--- src/rtl/addsub_arbiter_pkg.sv ---
// rtl/addsub_arbiter_pkg.sv - state encoding and saturation limits for the add/sub arbiter
package addsub_arbiter_pkg;

    localparam logic [15:0] SAT_POS = 16'h7FFF;
    localparam logic [15:0] SAT_NEG = 16'h8000;

    typedef enum logic [1:0] {
        IDLE = 2'b00,
        EXEC = 2'b01,
        RESP = 2'b10
    } arb_state_t;

endpackage

--- src/rtl/addsub_arbiter_if.sv ---
// rtl/addsub_arbiter_if.sv - request/response bundle between requesters and the add/sub arbiter
interface addsub_arbiter_if #(
    parameter int N_REQ = 3,
    parameter int ID_W  = 2
);

    logic [N_REQ-1:0]    req_valid;
    logic [N_REQ-1:0]    req_sub;
    logic [16*N_REQ-1:0] req_a;
    logic [16*N_REQ-1:0] req_b;
    logic [N_REQ-1:0]    req_ready;

    logic                resp_valid;
    logic                resp_ready;
    logic [ID_W-1:0]     resp_id;
    logic [15:0]         resp_sum;
    logic                resp_z;
    logic                resp_n;

    // requesters plus the writeback consumer
    modport master (
        output req_valid, req_sub, req_a, req_b, resp_ready,
        input  req_ready, resp_valid, resp_id, resp_sum, resp_z, resp_n
    );

    modport slave (
        input  req_valid, req_sub, req_a, req_b, resp_ready,
        output req_ready, resp_valid, resp_id, resp_sum, resp_z, resp_n
    );

endinterface

--- src/rtl/addsub_16bit.sv ---
// rtl/addsub_16bit.sv - saturating 16-bit two's complement adder/subtractor with Z/N flags
module addsub_16bit
    import addsub_arbiter_pkg::*;
(
    input  logic [15:0] a,
    input  logic [15:0] b,
    input  logic        sub,
    output logic [15:0] sum,
    output logic        z,
    output logic        n
);

    logic [15:0] b_eff;
    logic [15:0] raw;
    logic        ovf;

    assign b_eff = sub ? ~b : b;
    assign raw   = a + b_eff + {15'b0, sub};

    // overflow judged against the complemented operand, so A - 16'h8000 saturates correctly
    assign ovf = (a[15] == b_eff[15]) && (raw[15] != a[15]);

    assign sum = ovf ? (a[15] ? SAT_NEG : SAT_POS) : raw;
    assign z   = (sum == 16'h0000);
    assign n   = sum[15];

endmodule

--- src/rtl/addsub_arbiter.sv ---
// rtl/addsub_arbiter.sv - round-robin sharing of one saturating add/sub unit between N_REQ requesters
module addsub_arbiter
    import addsub_arbiter_pkg::*;
#(
    parameter int N_REQ = 3,
    parameter int ID_W  = 2
) (
    input  logic            clk,
    input  logic            rst_n,
    addsub_arbiter_if.slave bus,
    output logic            busy
);

    arb_state_t      state;
    arb_state_t      state_next;

    logic [ID_W-1:0] rr_ptr;
    logic [ID_W-1:0] ptr_next;
    logic [ID_W-1:0] win_idx;
    logic            win_found;
    logic            grant_en;
    logic            grant_fire;

    logic [15:0]     sel_a;
    logic [15:0]     sel_b;
    logic            sel_sub;

    logic [15:0]     op_a;
    logic [15:0]     op_b;
    logic            op_sub;
    logic [ID_W-1:0] op_id;

    logic [15:0]     alu_sum;
    logic            alu_z;
    logic            alu_n;

    logic            resp_valid_q;
    logic [ID_W-1:0] resp_id_q;
    logic [15:0]     resp_sum_q;
    logic            resp_z_q;
    logic            resp_n_q;

    // Winner: lowest valid index at or above rr_ptr; failing that, lowest valid index below it.
    always_comb begin
        win_found = 1'b0;
        win_idx   = '0;
        for (int i = N_REQ - 1; i >= 0; i--) begin
            if (bus.req_valid[i] && (ID_W'(i) < rr_ptr)) begin
                win_found = 1'b1;
                win_idx   = ID_W'(i);
            end
        end
        for (int i = N_REQ - 1; i >= 0; i--) begin
            if (bus.req_valid[i] && (ID_W'(i) >= rr_ptr)) begin
                win_found = 1'b1;
                win_idx   = ID_W'(i);
            end
        end
    end

    assign ptr_next   = (win_idx == ID_W'(N_REQ - 1)) ? '0 : win_idx + 1'b1;
    assign grant_en   = rst_n && ((state == IDLE) || ((state == RESP) && bus.resp_ready));
    assign grant_fire = grant_en && win_found;

    always_comb begin
        bus.req_ready = '0;
        sel_a         = '0;
        sel_b         = '0;
        sel_sub       = 1'b0;
        for (int i = 0; i < N_REQ; i++) begin
            if (win_idx == ID_W'(i)) begin
                bus.req_ready[i] = grant_fire;
                sel_a            = bus.req_a[16*i +: 16];
                sel_b            = bus.req_b[16*i +: 16];
                sel_sub          = bus.req_sub[i];
            end
        end
    end

    always_ff @(posedge clk or negedge rst_n) begin
        if (!rst_n) begin
            state <= IDLE;
        end else begin
            state <= state_next;
        end
    end

    always_comb begin
        state_next = state;
        case (state)
            IDLE:    if (grant_fire) state_next = EXEC;
            EXEC:    state_next = RESP;
            RESP:    if (bus.resp_ready) state_next = grant_fire ? EXEC : IDLE;
            default: state_next = IDLE;
        endcase
    end

    addsub_16bit u_addsub (
        .a   (op_a),
        .b   (op_b),
        .sub (op_sub),
        .sum (alu_sum),
        .z   (alu_z),
        .n   (alu_n)
    );

    always_ff @(posedge clk or negedge rst_n) begin
        if (!rst_n) begin
            rr_ptr       <= '0;
            op_a         <= '0;
            op_b         <= '0;
            op_sub       <= 1'b0;
            op_id        <= '0;
            resp_valid_q <= 1'b0;
            resp_id_q    <= '0;
            resp_sum_q   <= '0;
            resp_z_q     <= 1'b0;
            resp_n_q     <= 1'b0;
        end else begin
            if (grant_fire) begin
                op_a   <= sel_a;
                op_b   <= sel_b;
                op_sub <= sel_sub;
                op_id  <= win_idx;
                rr_ptr <= ptr_next;
            end
            if (state == EXEC) begin
                resp_valid_q <= 1'b1;
                resp_id_q    <= op_id;
                resp_sum_q   <= alu_sum;
                resp_z_q     <= alu_z;
                resp_n_q     <= alu_n;
            end else if ((state == RESP) && bus.resp_ready) begin
                resp_valid_q <= 1'b0;
            end
        end
    end

    assign bus.resp_valid = resp_valid_q;
    assign bus.resp_id    = resp_id_q;
    assign bus.resp_sum   = resp_sum_q;
    assign bus.resp_z     = resp_z_q;
    assign bus.resp_n     = resp_n_q;
    assign busy           = (state != IDLE);

endmodule

--- src/flat_wrapper.sv ---
// flat-port wrapper written by rule: the top's interface ports become plain ports
module addsub_arbiter_flat import addsub_arbiter_pkg::*;
#(
    parameter int N_REQ = 3,
    parameter int ID_W  = 2
)
  (clk, rst_n, busy, bus_req_valid, bus_req_sub, bus_req_a, bus_req_b, bus_resp_ready, bus_req_ready, bus_resp_valid, bus_resp_id, bus_resp_sum, bus_resp_z, bus_resp_n);
  addsub_arbiter_if #(.N_REQ(N_REQ), .ID_W(ID_W)) bus_i ();
  input  logic clk;
  input  logic rst_n;
  output logic busy;
  input wire logic [$bits(bus_i.req_valid)-1:0] bus_req_valid;
  input wire logic [$bits(bus_i.req_sub)-1:0] bus_req_sub;
  input wire logic [$bits(bus_i.req_a)-1:0] bus_req_a;
  input wire logic [$bits(bus_i.req_b)-1:0] bus_req_b;
  input wire logic [$bits(bus_i.resp_ready)-1:0] bus_resp_ready;
  output wire logic [$bits(bus_i.req_ready)-1:0] bus_req_ready;
  output wire logic [$bits(bus_i.resp_valid)-1:0] bus_resp_valid;
  output wire logic [$bits(bus_i.resp_id)-1:0] bus_resp_id;
  output wire logic [$bits(bus_i.resp_sum)-1:0] bus_resp_sum;
  output wire logic [$bits(bus_i.resp_z)-1:0] bus_resp_z;
  output wire logic [$bits(bus_i.resp_n)-1:0] bus_resp_n;
  assign bus_i.req_valid = bus_req_valid;
  assign bus_i.req_sub = bus_req_sub;
  assign bus_i.req_a = bus_req_a;
  assign bus_i.req_b = bus_req_b;
  assign bus_i.resp_ready = bus_resp_ready;
  assign bus_req_ready = bus_i.req_ready;
  assign bus_resp_valid = bus_i.resp_valid;
  assign bus_resp_id = bus_i.resp_id;
  assign bus_resp_sum = bus_i.resp_sum;
  assign bus_resp_z = bus_i.resp_z;
  assign bus_resp_n = bus_i.resp_n;
  addsub_arbiter #(.N_REQ(N_REQ), .ID_W(ID_W)) u_core (.clk(clk), .rst_n(rst_n), .bus(bus_i), .busy(busy));
endmodule
--- config.mk ---
export PLATFORM = sky130hd
export DESIGN_NAME = addsub_arbiter_flat
export DESIGN_NICKNAME = d
export VERILOG_FILES = /design/src/rtl/addsub_arbiter_pkg.sv /design/src/rtl/addsub_arbiter_if.sv /design/src/rtl/addsub_16bit.sv /design/src/rtl/addsub_arbiter.sv /design/src/flat_wrapper.sv
export SDC_FILE = /design/constraint.sdc
export NUM_CORES = 1
export LEC_CHECK = 0
export ABC_AREA = 1
export BUFFER_PORTS_ARGS = -buffer_cell sky130_fd_sc_hd__buf_2
export CAP_MARGIN = 20
export CORE_AREA = 2 2 102 124
export CTS_BUF_LIST = sky130_fd_sc_hd__clkbuf_16
export DETAILED_ROUTE_END_ITERATION = 16
export DIE_AREA = 0 0 104 126
export PLACE_DENSITY = 0.69
export SLEW_MARGIN = 15
export SYNTH_ARGS = -nofsm -noshare
export SYNTH_HDL_FRONTEND = slang
export SYNTH_SLANG_ARGS = --single-unit
--- constraint.sdc ---
create_clock -name clk -period 6.4 [get_ports clk]
set_input_delay 0.32 -clock clk [delete_from_list [all_inputs] [get_ports clk]]
set_output_delay 0.32 -clock clk [all_outputs]
set_load 0.02 [all_outputs]
==> metrics.md <==
| Metric | Value |
|---|---|
| CTS Buf Count | `9` |
| DRC | `0` |
| Vias in the first global route | `4,068` |
| FF-to-FF Start | `u_core.op_sub$_DFFE_PN0P_` |
| EDFF count, synth | `0` |
| Setup_tns | `0 ps` |
| Maximum clock frequency | `341.7 MHz` |
| Clk slew on worst S/H paths | `50 ps` |
| Post-CTS Resized | `0` |
| Root buf cell | `clkbuf_16` |
| Clk Latency, worst-skew pair | `320 ps` |
| Clock sinks | `59` |
| Antenna Cells | `0` |
| Final setup margin | `3474 ps` |
| Crit path capture type | `flop` |
| Via density | `4.646` |
| Drt wl/cell | `12.53 um` |
| Yosys top cell by area | `dfrtp_1` |
| Die footprint | `13,100 sq um` |
| Relative slew slack | `45.42%` |
| Post-Syn Instances | `581` |
| Hold crit path type | `input port to asynchronous set/reset pin` |
| Reg2reg setup slack | `3470 ps` |
| Beginning of the critical path | `u_core.op_sub$_DFFE_PN0P_` |
| Fillers | `1,314` |
| Reg-to-Reg End | `u_core.bus.resp_z$_DFFE_PN0P_` |
| Power Internal | `0.001558 W` |
| Period utilization | `45.73%` |
| Mapped Avg Cell Area | `7.083 sq um` |
| Post-CTS setup buffer count | `0` |
| Std cell rows | `44` |
| Post-synth top cells | `nand2_1, dfrtp_1, inv_1` |
| Global route overflow | `0` |
| Lkg Pwr | `2.826 nW` |
| Ys Warns | `0` |
| Critical path's slowest cell | `dfrtp_1` |
| Reg power frac | `20.5%` |
| Clock Power Share | `14.3%` |
| Die Ht | `126 um` |
| Final Setup Violations | `0` |
| Delay of the slowest critical-path stage | `870 ps` |
| Antenna violations before repair | `0` |
| Initial DRC count | `156` |
| Worst path required time | `6670 ps` |
| DR vias | `4,037` |
| Mapped Area | `4115 sq um` |
| Critical path, cell by cell | `xor2_1 -> fa_1 -> nand3_1 -> nand3_1 -> nand2_1 -> nand2_1 -> nand2_1 -> nand2_1 -> nand2_1 -> nand2_1 -> a21oi_2 -> nand2_1 -> nor2_1 -> nand2_1 -> nand2_1` |
| Net Switching | `0.001642 W` |
| Fin cells | `869` |
| Tightest Pin Transition | `818.7 ps` |
| CP Data Arrival Time | `3190 ps` |
| CTS tree | `done` |
| Buffers on Ports | `129` |
| Worst path top cell family by delay | `simple AND/OR/NAND/NOR gates` |
| Final Hold Fails | `0` |
| Syn_nets | `702` |
| R2R depth | `15` |
| Antenna Nets Post-Route | `0` |
| Placed cell area | `4895 sq um` |
| Slew Viols, Final | `0` |
| Pwr/cell area | `617.9 nW/um^2` |
| Initial Util | `34.61%` |
| Netlist cell types | `37` |
| Buffer levels on the longest clock path | `2` |
| Critical path peak fanout | `17` |
| Buf/Inv on CP | `0` |
| CP most frequent cell | `nand2_1` |
| Die W | `104 um` |
| Area grow syn2layout | `25.81%` |
| DP HPWL | `8651 um` |
| Core area | `11,890 sq um` |
| Routability cong. | `0.8588` |
| Synth Register Bits | `59` |
| Skew final | `8.510 ps` |
| Number of H-tree levels | `3` |
| Primary FF master, synth | `dfrtp_1` |
| First-pass GRT wire length | `18,490 um` |
| Fraction of layout cells with a size suffix above 1 | `25.14%` |
| Minimum clock period after layout | `2926 ps` |
| Status | `complete, no violations` |
| Switching Share | `51.31%` |
| Synth async-reset ratio | `100.0%` |
| Largest cells by area after synthesis | `dfrtp_1, nand2_1, a21oi_1, inv_1, ha_1` |
| Hold slack | `156.7 ps` |
| Post-Place Setup Slack | `3444 ps` |
| Placed cells | `854` |
| # nets final | `825` |
| Total GRT Usage | `17.37%` |
| Top-count cell post-synth | `nand2_1` |
| Drt first pass iters | `4` |
| # IOs | `130` |
| Crit Path Class | `flop to flop` |
| Peak VDD IR | `0.1995 mV` |
| Max-cap violations | `0` |
| Part of the Yosys area used for sequential elements | `35.88%` |
| Post-Route WL | `10,890 um` |
| Fin area | `5177 sq um` |
| CP Launch Type | `flop` |
| RSZ-0062 raised after global routing | `false` |
| Synth top area share | `35.88%` |
| Comb pwr share | `65.1%` |
| Largest net degree at the start of global routing | `65` |
| Hold Buf Count CTS | `0` |
[worst register-to-register path, stage by stage, from the launching register on]
cell	delay, ps
dfrtp_1	870
xor2_1	230
fa_1	490
nand3_1	90
nand3_1	180
nand2_1	120
nand2_1	110
nand2_1	110
nand2_1	60
nand2_1	60
nand2_1	70
a21oi_2	190
nand2_1	70
nor2_1	110
nand2_1	60
nand2_1	50
[placed cells by master (no fill, tap or decap), drive strengths merged]
cell and n:
clkinv 4, nor3b 1, nor3 1, a21o 1, nor2 40, ha 15, xor2 21, clkinvlp 2
a211oi 9, a31oi 3, o21a 5, clkbuf 9, dfrtp 59, o211ai 1, and2 1, buf 132
o221ai 6, o21bai 1, fa 1, bufinv 1, inv 68, a21oi 51, o21ai 39, nand3 17
xnor2 3, nand2 207, nand4 9, o31ai 1
[registers in the layout (all words and copies together), names as in the netlist]
name and flops:
u_core.op_a 16, u_core.op_b 16, u_core.bus.resp_sum 15, u_core.bus.resp_id 2, u_core.op_id 2, u_core.rr_ptr 2
u_core.state 2, u_core.bus.resp_n 1, u_core.bus.resp_valid 1, u_core.bus.resp_z 1, u_core.op_sub 1
[layout make-up]
type / count / area [sq um] / area share [%]
multi-input cells: 433 / 2290 / 44.22
flip-flops and latches: 59 / 1476 / 28.52
repair buffers: 132 / 668.1 / 12.90
inverters: 69 / 259.0 / 5.002
clock buffers: 9 / 225.2 / 4.350
well taps: 161 / 201.4 / 3.891
clock inverters: 6 / 57.56 / 1.112
[cell families (layout without fill, tap and decap cells)]
kind of cell    count (synthesis)  in the layout  synth area share [%]
xor+xnor                       24             24                 5.108
flops                          59             59                 35.88
compound gates                117            117                 16.54
buf+inv                        89            216                 8.695
simple gates                  276            276                 28.73
fa+ha+maj                      16             16                 5.047
[power groups by stage]
stage,registers [W],logic (W),clock network [W]
floorplan,0.000690,0.00155,0
global placement,0.000661,0.00205,0
detailed placement,0.000664,0.00207,0
CTS,0.000659,0.00209,0.000472
global route,0.000679,0.00236,0.000487
finish,0.000657,0.00208,0.000459
[how the worst max path moves through the flow]
stage	end	slack [ps]	cells past startpoint
floorplan	u_core.bus.resp_sum[0]$_DFFE_PN0P_	4070	12
detailed placement	u_core.bus.resp_z$_DFFE_PN0P_	3440	15
CTS	u_core.bus.resp_z$_DFFE_PN0P_	3420	15
global route	u_core.bus.resp_z$_DFFE_PN0P_	3190	15
finish	u_core.bus.resp_z$_DFFE_PN0P_	3470	15
global placement	u_core.bus.resp_z$_DFFE_PN0P_	3480	15
[per-stage QoR]
| stage | power, W | utilization, % |
|---|---|---|
| after CTS | 0.003217 | 43.54 |
| after global routing | 0.003528 | 43.54 |
| after floorplan | 0.002239 | - |
| after detailed placement | 0.002736 | 41.16 |
| final | 0.003199 | 43.54 |
| after global placement | 0.002716 | 41.16 |
[layer usage]
metal | vias to the layer above | global-route usage, % | wire length (um) | share of wire (%)
li1 | 2114 | - | - | -
met1 | 1783 | 21.41 | 4970 | 46
met2 | 119 | 29.22 | 5128 | 47
met3 | 21 | 3.934 | 514 | 4.7
met4 | 0 | 7.472 | 278 | 2.6
met5 | - | 0 | 0 | 0
Power figures use the tool's default switching activity.
